**src/rtl/l2_response_queue.sv**
```systemverilog
// l2_response_queue
//   Circular-buffer FIFO between the L2 update stage and the per-core response
//   distribution. The update stage cannot stall, so rspq_almost_full is raised
//   SLACK entries before full. That gives the L2 arbiter time to stop issuing
//   requests while the requests already in the pipeline drain into the queue.
//
// Handshake (valid/ready):
//   An entry transfers on a clock edge where rspq_response_valid and
//   rspq_response_ready are both high. While rspq_response_valid is high, the
//   head entry stays stable and valid stays high until that transfer happens.
//   Ready while the queue is empty is ignored.
//   All outputs are decoded from registers only. No input reaches an output
//   in the same cycle.
//
// Ports:
//   clk, reset             clock; asynchronous active-high reset
//   l2_response_valid/     push side from the update stage (no backpressure)
//   l2_response
//   rspq_almost_full       tells the arbiter to stop issuing (count >= DEPTH-SLACK)
//   rspq_response_valid/   head of the queue towards the cores
//   rspq_response/
//   rspq_response_ready
//   rspq_count             current occupancy, 0..DEPTH
//   rspq_overflow          sticky flag: a response was dropped on a full queue
//
// Parameters:
//   DEPTH       number of entries (power of two, >= 2)
//   SLACK       requests that may still be in flight when almost-full asserts
//   DROP_CHECK  enables the simulation-only drop assertion

package l2_response_queue_pkg;

  typedef enum logic [1:0] {
    L2RSP_LOAD_ACK  = 2'd0,
    L2RSP_STORE_ACK = 2'd1,
    L2RSP_FLUSH_ACK = 2'd2,
    L2RSP_INVAL_ACK = 2'd3
  } l2rsp_type_t;

  typedef struct packed {
    logic        status;
    logic [1:0]  core;
    logic [7:0]  id;
    l2rsp_type_t packet_type;
    logic [1:0]  cache_type;
    logic [31:0] data;
    logic [31:0] address;
  } l2rsp_packet_t;

endpackage

module l2_response_queue
  import l2_response_queue_pkg::*;
#(
  parameter int DEPTH      = 8,
  parameter int SLACK      = 4,
  parameter bit DROP_CHECK = 1'b1
) (
  input  logic                       clk,
  input  logic                       reset,
  input  logic                       l2_response_valid,
  input  l2rsp_packet_t              l2_response,
  output logic                       rspq_almost_full,
  output logic                       rspq_response_valid,
  output l2rsp_packet_t              rspq_response,
  input  logic                       rspq_response_ready,
  output logic [$clog2(DEPTH):0]     rspq_count,
  output logic                       rspq_overflow
);

  localparam int AW = $clog2(DEPTH);
  localparam int CW = AW + 1;
  localparam logic [CW-1:0] FULL_COUNT = CW'(DEPTH);
  localparam logic [CW-1:0] AF_COUNT   = CW'(DEPTH - SLACK);

  l2rsp_packet_t r_mem [DEPTH];
  logic [AW-1:0] r_wr_ptr;
  logic [AW-1:0] r_rd_ptr;
  logic [CW-1:0] r_count;
  logic          r_overflow;

  logic w_empty;
  logic w_full;
  logic w_pop;
  logic w_push;
  logic w_drop;

  assign w_empty = (r_count == '0);
  assign w_full  = (r_count == FULL_COUNT);

  // A pop is only possible on a non-empty queue. Because of that, "empty + push
  // + ready" becomes a plain push. A push into a full queue is allowed only
  // when the head leaves in the same cycle.
  assign w_pop  = !w_empty && rspq_response_ready;
  assign w_push = l2_response_valid && (!w_full || w_pop);
  assign w_drop = l2_response_valid && w_full && !w_pop;

  // Pointers wrap by natural overflow because DEPTH is a power of two.
  always_ff @(posedge clk or posedge reset) begin
    if (reset) begin
      r_wr_ptr   <= '0;
      r_rd_ptr   <= '0;
      r_count    <= '0;
      r_overflow <= 1'b0;
    end else begin
      if (w_push) r_wr_ptr <= r_wr_ptr + AW'(1);
      if (w_pop)  r_rd_ptr <= r_rd_ptr + AW'(1);
      case ({w_push, w_pop})
        2'b10:   r_count <= r_count + CW'(1);
        2'b01:   r_count <= r_count - CW'(1);
        default: r_count <= r_count;
      endcase
      if (w_drop) r_overflow <= 1'b1;
    end
  end

  // Storage is not reset. Entries are only visible through r_count, and
  // r_count is reset.
  always_ff @(posedge clk) begin
    if (w_push) r_mem[r_wr_ptr] <= l2_response;
  end

  always_ff @(posedge clk) begin
    if (DROP_CHECK && !reset) begin
      assert (!w_drop)
        else $error("l2_response_queue: response id %0d dropped, queue full",
                    l2_response.id);
    end
  end

  assign rspq_response_valid = !w_empty;
  assign rspq_response       = r_mem[r_rd_ptr];
  assign rspq_almost_full    = (r_count >= AF_COUNT);
  assign rspq_count          = r_count;
  assign rspq_overflow       = r_overflow;

endmodule

```
**config.mk**
```make
export PLATFORM = sky130hd
export DESIGN_NAME = l2_response_queue
export DESIGN_NICKNAME = d
export VERILOG_FILES = /design/src/rtl/l2_response_queue.sv
export SDC_FILE = /design/constraint.sdc
export NUM_CORES = 1
export LEC_CHECK = 0
export CAP_MARGIN = 20
export CORE_ASPECT_RATIO = 0.7
export CORE_UTILIZATION = 43
export CTS_BUF_LIST = sky130_fd_sc_hd__clkbuf_16
export CTS_CLUSTER_SIZE = 8
export DETAILED_ROUTE_END_ITERATION = 16
export MAX_ROUTING_LAYER = met4
export PLACE_DENSITY = 0.72
export SYNTH_ARGS = -nofsm -noshare
export SYNTH_HDL_FRONTEND = slang
export SYNTH_SLANG_ARGS = --single-unit
```
**constraint.sdc**
```tcl
create_clock -name clk -period 8.95 [get_ports clk]
set_input_delay 2.2375 -clock clk [delete_from_list [all_inputs] [get_ports clk]]
set_output_delay 2.2375 -clock clk [all_outputs]
set_load 0.05 [all_outputs]
```
==> out/metrics.cfg, run 1 <==
[outcome]
status=complete, no violations

[critical_path]
worst_path_max_delay_cell=dfrtp_4
critPathLaunchType=register
reg2reg_depth=4
crit_path_max_fanout=91
cp.depth=4
worstPathArrival_ns=4.03
worst_path_largest_cell_delay_ns=1.03
cp_top_family=buffers and inverters
cp-end-kind=output port
path_cells=buf_12 > mux4_2 > mux2_2 > clkdlybuf4s50_1
worst-setup-path-type=reg -> out
required_ns=6.71
worst-path-buf-inv=2

[sta]
setup_viol=0
finalHoldViolations=0
fin_worst_skew_ns=0.02807
min_period_ns=6.269
fin_hold_ws_ns=0.4642
period_share_pct=70.04
fmax_mhz=159.5
timing.setup.tns_ns=0
rsz0062_at_grt=no
max_slew_margin_pct=27.40
worst_slew_pin_slew_ns=1.089
maxSlewViolCount=0
layout_setup_ws_ns=2.681

[final_layout]
nets=1303
drive_gt1_share_pct=30.24
utilization_pct=53.02
syn2layout_area_growth_pct=20.82

[power]
ir_drop_mv=0.3787
p_leak_nw=9.349
total_power_mw=11.02
pwr_density_cell_nw_per_um2=373.9

[die]
die_x_um=286.7
initial_core_util_pct=43.88
die_area_sq_um=57690
num_rows=72
core_region_area_sq_um=55580
die_h_um=201.3
ios=169

[place]
globalplace.congestion=0.7000
dp_slack_ns=3.200
port_buffers=168
place_hpwl_um=24980

[cts]
cts_tree=done
cts_resized=0
clkSinkCount=643
cts-buffers-inserted=90
cts.clk_slew.worst_paths_ns=0.05
cts_root_buffer=clkbuf_16
htree_num_levels=3
cts_setup_buffers=0
clock_latency_ns=0.62
cts_max_path_buffers=3
cts.hold.buffers_added=0

[detailed_routing]
first_iter_violations=814
wire_per_inst_um=24.60
viasPerCell=5.496
firstDrtPassIters=4
via_count=10840
drcViolationCount=0
routed_wl_um=48530
antenna_left=0

[synthesis]
synth_mux_area_share_pct=18.42
synth_top_family_by_area=multiplexers
ys_types=35
yosysWarnings=0
syn_inst=981
syn_area_sq_um=24390
yosysSeqAreaShare_pct=78.94
syn_nets=1069
synth-simple-area-share_pct=0.5592
synth_area_leaders=edfxtp_1, mux4_2, mux2_2, dfrtp_1, buf_6
ys_seq_elements=643
synth_compound_area_share_pct=0.3181
synthXorXnorAreaFrac_pct=0.2514
synth_top_area_cell=edfxtp_1
synthAdderAreaFrac_pct=0.2565
avgSynthCellArea_sq_um=24.86
yosys.area.top_type_share_pct=77.81

[min_path]
hold_path_class=reg -> reg
min_path_cells=1

[global_routing]
antenna_found_initial=6
grt_pass1_wl_um=74290
grt_start_max_net_pins=161
grt_overflow=0
grt_pass1_vias=11910
grt_use_total_pct=17.99

[flow_run]
cap_violations=0

## final timing paths
check,slack [ns],from,to
worst max-delay path,2.68,r_rd_ptr[0],rspq_response[76]
worst min register to register,0.46,rspq_overflow,rspq_overflow
worst max register to register,5.65,rspq_count[2],r_mem[5][49]
min in group asynchronous,1.93,reset,rspq_count[3]
max in group asynchronous,6.66,reset,r_rd_ptr[1]
worst min-delay path,0.46,rspq_overflow,rspq_overflow
## synth_stat cells
cell	number
edfxtp_1	632
mux4_2	158
mux2_2	80
clkbuf_1	15
buf_2	14
buf_6	13
dfrtp_1	11
xnor2_1	6
buf_1	5
ha_1	5
nor2_1	5
inv_1	4
nor3_1	4
nand2b_1	3
a21o_1	2
mux2_1	2
nand2_1	2
o211ai_1	2
or4_1	2
a2111oi_0	1
a21oi_1	1
mux2i_1	1
nand3_1	1
nand3b_1	1
nor2b_1	1
nor4_1	1
o21a_1	1
o21ai_2	1
o221ai_1	1
o41ai_1	1
or2_2	1
or3_1	1
or3b_1	1
or4b_2	1
xor2_1	1
## metal layers
layer  up-vias  track usage [%]  part of all wire [%]
met5         -                -                     0
met4         0            4.316                   1.6
met3        73            5.113                   6.0
met2       315            26.48                    47
met1      5794            24.88                    45
li1       4662                -                     -
## placed cells by master (no fill, tap or decap), types with 2 or more instances in the layout
cell               n
buf_16             2
inv_6              2
nand2_1            2
edfxtp_1         632
a21o_1             2
buf_4             16
mux2_2            80
xnor2_1            6
mux2_1             2
ha_1               5
o211ai_1           2
nor2_1             2
buf_12             3
clkbuf_16         91
nor2_4             3
diode_2            6
or4_1              2
mux4_2           158
dfrtp_4            3
dfrtp_1            8
clkinv_16          2
nand2b_1           3
nor3_2             4
inv_1             10
clkdlybuf4s50_1  168
## kinds of logic (layout without fill, tap and decap cells)
kind of cell	count (synthesis)	after routing
xor+xnor	7	7
flops	643	643
compound gates	10	10
fa+ha+maj	5	5
mux	241	241
other cells	0	6
simple gates	24	24
buf+inv	51	297
## worst register-to-register path, stage by stage (launching register included)
cell	delay [ns]
dfrtp_1	0.51
or3_1	0.25
o211ai_1	0.36
nor2_4	0.85
buf_4	0.90
## power breakdown
part | internal (mW) | switching (mW)
sequential | 3.80 | 0.203
clock | 1.82 | 1.17
combinational | 1.65 | 2.38
total | 7.27 | 3.75
## final cells by class
| cell class | count | area, sq um |
|---|---|---|
| Timing Repair Buffer | 189 | 1917 |
| Multi-Input combinational cell | 287 | 4887 |
| Sequential cell | 643 | 19260 |
| Clock buffer | 91 | 2277 |
| Clock inverter | 13 | 166.4 |
| Antenna cell | 6 | 15.01 |
| Inverter | 4 | 15.01 |
| Tap cell | 740 | 925.9 |
| Fill cell | 4130 | 26120 |
## per-stage QoR
step	instance area [sq um]	instances
after floorplan	24400	981
after global placement	26950	1861
after detailed placement	26980	1862
after CTS	29430	1966
after global routing	29470	1973
final	29470	1973
## registers in the layout (all words and copies together) (netlist names)
| signal | count |
|---|---|
| rspq_count | 4 |
| r_wr_ptr | 3 |
| rspq_overflow | 1 |
| r_mem | 632 |
| r_rd_ptr | 3 |
Note: power is estimated with default switching activity, not from simulation.
==> run 2: changes to the inputs <==
--- a/config.mk
+++ b/config.mk
@@ -12,7 +12,7 @@
 export CTS_CLUSTER_SIZE = 8
 export DETAILED_ROUTE_END_ITERATION = 16
 export MAX_ROUTING_LAYER = met4
-export PLACE_DENSITY = 0.72
+export PLACE_DENSITY = 0.69
 export SYNTH_ARGS = -nofsm -noshare
 export SYNTH_HDL_FRONTEND = slang
 export SYNTH_SLANG_ARGS = --single-unit
==> constraint.sdc (replaced) <==
create_clock -name clk -period 5.9 [get_ports clk]
set_input_delay 1.475 -clock clk [delete_from_list [all_inputs] [get_ports clk]]
set_output_delay 1.475 -clock clk [all_outputs]
set_load 0.05 [all_outputs]
==> out/metrics.cfg, run 2 (same netlist as run 1, synthesis figures left out) <==
[final_layout]
layout_commonest_cell=edfxtp_1
nets=1303  ; unchanged
largest_register_ffs=632  ; unchanged
instances_no_fill=1983  ; +0.51%
syn2layout_area_growth_pct=21.15
drive_gt1_share_pct=29.94  ; -0.30 points
final_cell_mix=edfxtp_1, clkdlybuf4s50_1, mux4_2, clkbuf_16, mux2_2
regMostFlops=r_mem

[sta]
worst_slew_pin_slew_ns=1.034  ; -0.05530 ns
min_period_ns=4.925
finalHoldViolations=0  ; unchanged
period_share_pct=83.47
maxSlewViolCount=0  ; unchanged
fin_hold_ws_ns=0.4691  ; +0.004921 ns
fmax_mhz=203.1
setup_viol=0  ; unchanged
rsz0062_at_grt=no
timing.setup.tns_ns=0  ; unchanged
max_slew_margin_pct=30.86  ; +3.5 points
layout_setup_ws_ns=0.9754  ; -1.706 ns
fin_worst_skew_ns=0.01883  ; -0.009243 ns

[critical_path]
worst_path_largest_cell_delay_ns=0.97  ; -0.06 ns
critPathLaunchType=register
cp-end-kind=output port
r2r_end=rspq_count[3]
crit_path_max_fanout=55  ; -40%
required_ns=4.43  ; -2.28 ns
cp.depth=4  ; unchanged
worst_path_max_delay_cell=dfrtp_4
worst-path-buf-inv=2  ; unchanged
rrSetupSlack_ns=3.01  ; -2.64 ns
path_cells=buf_12 > mux4_2 > mux2_2 > clkdlybuf4s50_1
cp_top_family=buffers and inverters
r2r-start=rspq_count[0]
reg2reg_depth=6  ; +2
worst-setup-path-type=reg -> out
worstPathArrival_ns=3.45  ; -0.58 ns

[die]
ios=169  ; unchanged
core_region_area_sq_um=55580  ; unchanged
die_x_um=286.7  ; unchanged
die_area_sq_um=57690  ; unchanged
die_h_um=201.3  ; unchanged
initial_core_util_pct=43.88  ; unchanged
num_rows=72  ; unchanged

[power]
p_leak_nw=9.410  ; +0.66%
intPower_mw=11.08  ; +53%
ir_drop_mv=0.4472  ; +18%
pwr_density_cell_nw_per_um2=566.7  ; +52%
netSwitchingFraction_pct=33.81  ; -0.23 points
p_comb_share_pct=36.4  ; -0.2 points
clkPwrFrac_pct=27.0  ; about the same
switching_power_mw=5.661  ; +51%
seqPwrFrac_pct=36.6  ; +0.3 points

[min_path]
min_path_cells=1  ; unchanged
worstHoldEndpoint=rspq_overflow
min_from=rspq_overflow
hold_path_class=reg -> reg

[detailed_routing]
first_iter_violations=807  ; -0.86%
wire_per_inst_um=24.50  ; -0.41%
firstDrtPassIters=4  ; unchanged
antenna_left=0  ; unchanged
routed_wl_um=48580  ; about the same
via_count=10780  ; -0.64%
viasPerCell=5.434  ; -1.1%
drcViolationCount=0  ; unchanged

[cts]
cts_max_path_buffers=3  ; unchanged
clock_latency_ns=0.60  ; -0.02 ns
htree_num_levels=3  ; unchanged
clkSinkCount=643  ; unchanged
cts_resized=0  ; unchanged
cts-buffers-inserted=90  ; unchanged
cts_setup_buffers=0  ; unchanged
cts.clk_slew.worst_paths_ns=0.05  ; about the same
cts_tree=done
cts_root_buffer=clkbuf_16
cts.hold.buffers_added=0  ; unchanged

[place]
port_buffers=168  ; unchanged
globalplace.congestion=0.7099  ; +1.4%
dp.cells=1863  ; +0.054%
place_hpwl_um=24570  ; -1.6%
dp_slack_ns=1.590  ; -1.609 ns

[outcome]
status=complete, no violations

[global_routing]
grt_start_max_net_pins=80  ; -50%
grt_overflow=0  ; unchanged
antenna_found_initial=7  ; +1
grt_pass1_vias=11760  ; -1.3%
grt_pass1_wl_um=72930  ; -1.8%
grt_use_total_pct=17.77  ; -0.22 points

[flow_run]
cap_violations=0  ; unchanged

run 2: worst max-delay path by stage:
stage / startpoint / to
detailed placement: r_rd_ptr[1] / rspq_response[68]
finish: r_rd_ptr[1] / rspq_response[68]
CTS: r_rd_ptr[1] / rspq_response[68]
global route: r_rd_ptr[1] / rspq_response[68]
global placement: r_rd_ptr[0] / rspq_response[59]
floorplan: rspq_response_ready / r_mem[2][0]
run 2: through the flow:
stage	power [mW]	instance area (sq um)	utilization [%]
floorplan	10.58	24400	-
detailed placement	12.40	27080	48.71
CTS	16.96	29530	53.13
global placement	12.33	27080	48.71
finish	16.74	29550	53.16
global route	17.39	29550	53.16
run 2: area by class of cell:
type	instances	area, sq um
fillers	4140	26040
flip-flops and latches	643	19260
multi-input cells	287	4893
clock buffers	95	2377
repair buffers	189	1977
well taps	740	925.9
clock inverters	18	76.32
diodes	7	17.52
inverters	4	15.01
run 2: power by group through the flow:
stage / combinational (mW) / sequential (mW) / clock (mW)
2_1_floorplan: 4.48 / 6.10 / 0
3_3_place_gp: 6.15 / 6.18 / 0
3_5_place_dp: 6.17 / 6.23 / 0
4_1_cts: 6.21 / 6.15 / 4.61
5_1_grt: 6.40 / 6.20 / 4.79
6_report: 6.10 / 6.13 / 4.51
run 2: routing by layer:
metal,part of all wire [%],global-route usage (%),vias to the layer above,wire length (um)
met2,47,25.84,294,22660
li1,-,-,4659,-
met4,1.5,4.679,0,712
met1,46,24.98,5756,22210
met3,6.2,4.626,66,3001
met5,0,-,-,0
==> run 3: changes to the inputs <==
==> constraint.sdc (replaced) <==
create_clock -name clk -period 5 [get_ports clk]
set_input_delay 1.25 -clock clk [delete_from_list [all_inputs] [get_ports clk]]
set_output_delay 1.25 -clock clk [all_outputs]
set_load 0.05 [all_outputs]
==> out/metrics.cfg, run 3 (same netlist as run 1, synthesis figures left out) <==
[outcome]
status=complete, no violations

[sta]
period_share_pct=89.99
fin_hold_ws_ns=0.4531  ; -0.01594 ns
min_period_ns=4.500
worst_slew_pin_slew_ns=0.9022  ; -0.1315 ns
maxSlewViolCount=0  ; unchanged
max_slew_margin_pct=39.59  ; +8.7 points
finalHoldViolations=0  ; unchanged
setup_viol=0  ; unchanged
timing.setup.tns_ns=0  ; unchanged
fmax_mhz=222.2
layout_setup_ws_ns=0.5004  ; -0.4750 ns
fin_worst_skew_ns=0.01886  ; +0.00003510 ns
rsz0062_at_grt=no

[global_routing]
grt_pass1_wl_um=73550  ; +0.86%
grt_overflow=0  ; unchanged
grt_start_max_net_pins=53  ; -34%
grt_pass1_vias=11870  ; +0.94%
antenna_found_initial=5  ; -2
grt_use_total_pct=17.80  ; +0.021 points

[min_path]
min_path_cells=1  ; unchanged
min_from=rspq_overflow
hold_path_class=reg -> reg
worstHoldEndpoint=rspq_overflow

[cts]
cts.clk_slew.worst_paths_ns=0.05  ; about the same
clock_latency_ns=0.61  ; about the same
cts_max_path_buffers=3  ; unchanged
cts-buffers-inserted=90  ; unchanged
htree_num_levels=3  ; unchanged
cts_setup_buffers=0  ; unchanged
cts_tree=done
cts.hold.buffers_added=0  ; unchanged
clkSinkCount=643  ; unchanged
cts_resized=0  ; unchanged
cts_root_buffer=clkbuf_16

[detailed_routing]
firstDrtPassIters=5  ; +1
antenna_left=0  ; unchanged
via_count=10980  ; +1.9%
drcViolationCount=0  ; unchanged
wire_per_inst_um=24.30  ; -0.80%
routed_wl_um=48780  ; +0.40%
viasPerCell=5.470  ; +0.67%
first_iter_violations=899  ; +11%

[final_layout]
regMostFlops=r_mem
nets=1315  ; +0.92%
largest_register_ffs=632  ; unchanged
layout_commonest_cell=edfxtp_1
syn2layout_area_growth_pct=21.67
instances_no_fill=2007  ; +1.2%
drive_gt1_share_pct=30.35  ; +0.41 points
final_cell_mix=edfxtp_1, clkdlybuf4s50_1, mux4_2, clkbuf_16, mux2_2

[place]
globalplace.congestion=0.7224  ; +1.8%
dp.cells=1875  ; +0.64%
port_buffers=168  ; unchanged
dp_slack_ns=0.9743  ; -0.6162 ns
place_hpwl_um=25790  ; +4.9%

[critical_path]
rrSetupSlack_ns=1.93  ; -1.08 ns
r2r_end=rspq_count[3]
crit_path_max_fanout=45  ; -18%
r2r-start=rspq_count[0]
worst-setup-path-type=reg -> out
reg2reg_depth=6  ; unchanged
path_cells=buf_12 > mux4_2 > mux2_2 > clkdlybuf4s50_1
worstPathArrival_ns=3.25  ; -0.20 ns
required_ns=3.75  ; -0.68 ns
critPathLaunchType=register
worst_path_largest_cell_delay_ns=0.74  ; -0.23 ns
worst_path_max_delay_cell=clkdlybuf4s50_1
cp-end-kind=output port

[die]
die_area_sq_um=57690  ; unchanged
core_region_area_sq_um=55580  ; unchanged
initial_core_util_pct=43.88  ; unchanged
ios=169  ; unchanged
die_x_um=286.7  ; unchanged
die_h_um=201.3  ; unchanged
num_rows=72  ; unchanged

[power]
ir_drop_mv=0.5624  ; +26%
pwr_density_cell_nw_per_um2=668.4  ; +18%
total_power_mw=19.84  ; +18%
p_leak_nw=9.537  ; +1.3%

[flow_run]
cap_violations=0  ; unchanged

==> run 3: critical path: cells and delay by family, from the launching register on <==
kind,cells,cell delay [ns]
mux,2,0.82
flops,1,0.64
buf+inv,2,1.12
==> run 3: per-stage QoR <==
| stage | instance area [sq um] | util, % |
|---|---|---|
| 2_1_floorplan | 24420 | - |
| 3_3_place_gp | 27180 | 48.91 |
| 3_5_place_dp | 27180 | 48.91 |
| 4_1_cts | 29660 | 53.37 |
| 5_1_grt | 29680 | 53.39 |
| 6_report | 29680 | 53.39 |
==> run 3: worst max-delay path by stage <==
| stage | startpoint | to | slack (ns) | cells past startpoint |
|---|---|---|---|---|
| after floorplan | rspq_response_ready | r_mem[7][0] | -0.44 | 3 |
| after global placement | rspq_response_ready | rspq_count[3] | 1.03 | 7 |
| after detailed placement | rspq_response_ready | rspq_count[3] | 0.97 | 7 |
| after CTS | r_rd_ptr[0] | rspq_response[71] | 0.39 | 4 |
| after global routing | r_rd_ptr[0] | rspq_response[38] | 0.33 | 4 |
| final | r_rd_ptr[0] | rspq_response[38] | 0.50 | 4 |
==> run 3: cell type report <==
class	count	area [sq um]
fillers	4138	25910
clock inverters	35	176.4
diodes	5	12.51
repair buffers	201	2067
inverters	4	15.01
multi-input cells	287	4912
well taps	740	925.9
clock buffers	92	2302
flip-flops and latches	643	19260
==> run 3: where the power goes <==
part           switching, mW  total [mW]  internal (mW)  leakage [nW]
clock                   2.08        5.32           3.24          1.32
sequential             0.355        7.15           6.80          5.87
combinational           4.33        7.36           3.03          2.35
total                   6.76        19.8           13.1          9.54
==> run 3: routing by layer <==
layer / share of wire, % / track usage [%] / up-vias
met5: 0 / - / -
met4: 1.7 / 4.545 / 0
met3: 7.1 / 4.456 / 81
met2: 46 / 25.47 / 368
met1: 45 / 25.57 / 5825
li1: - / - / 4704
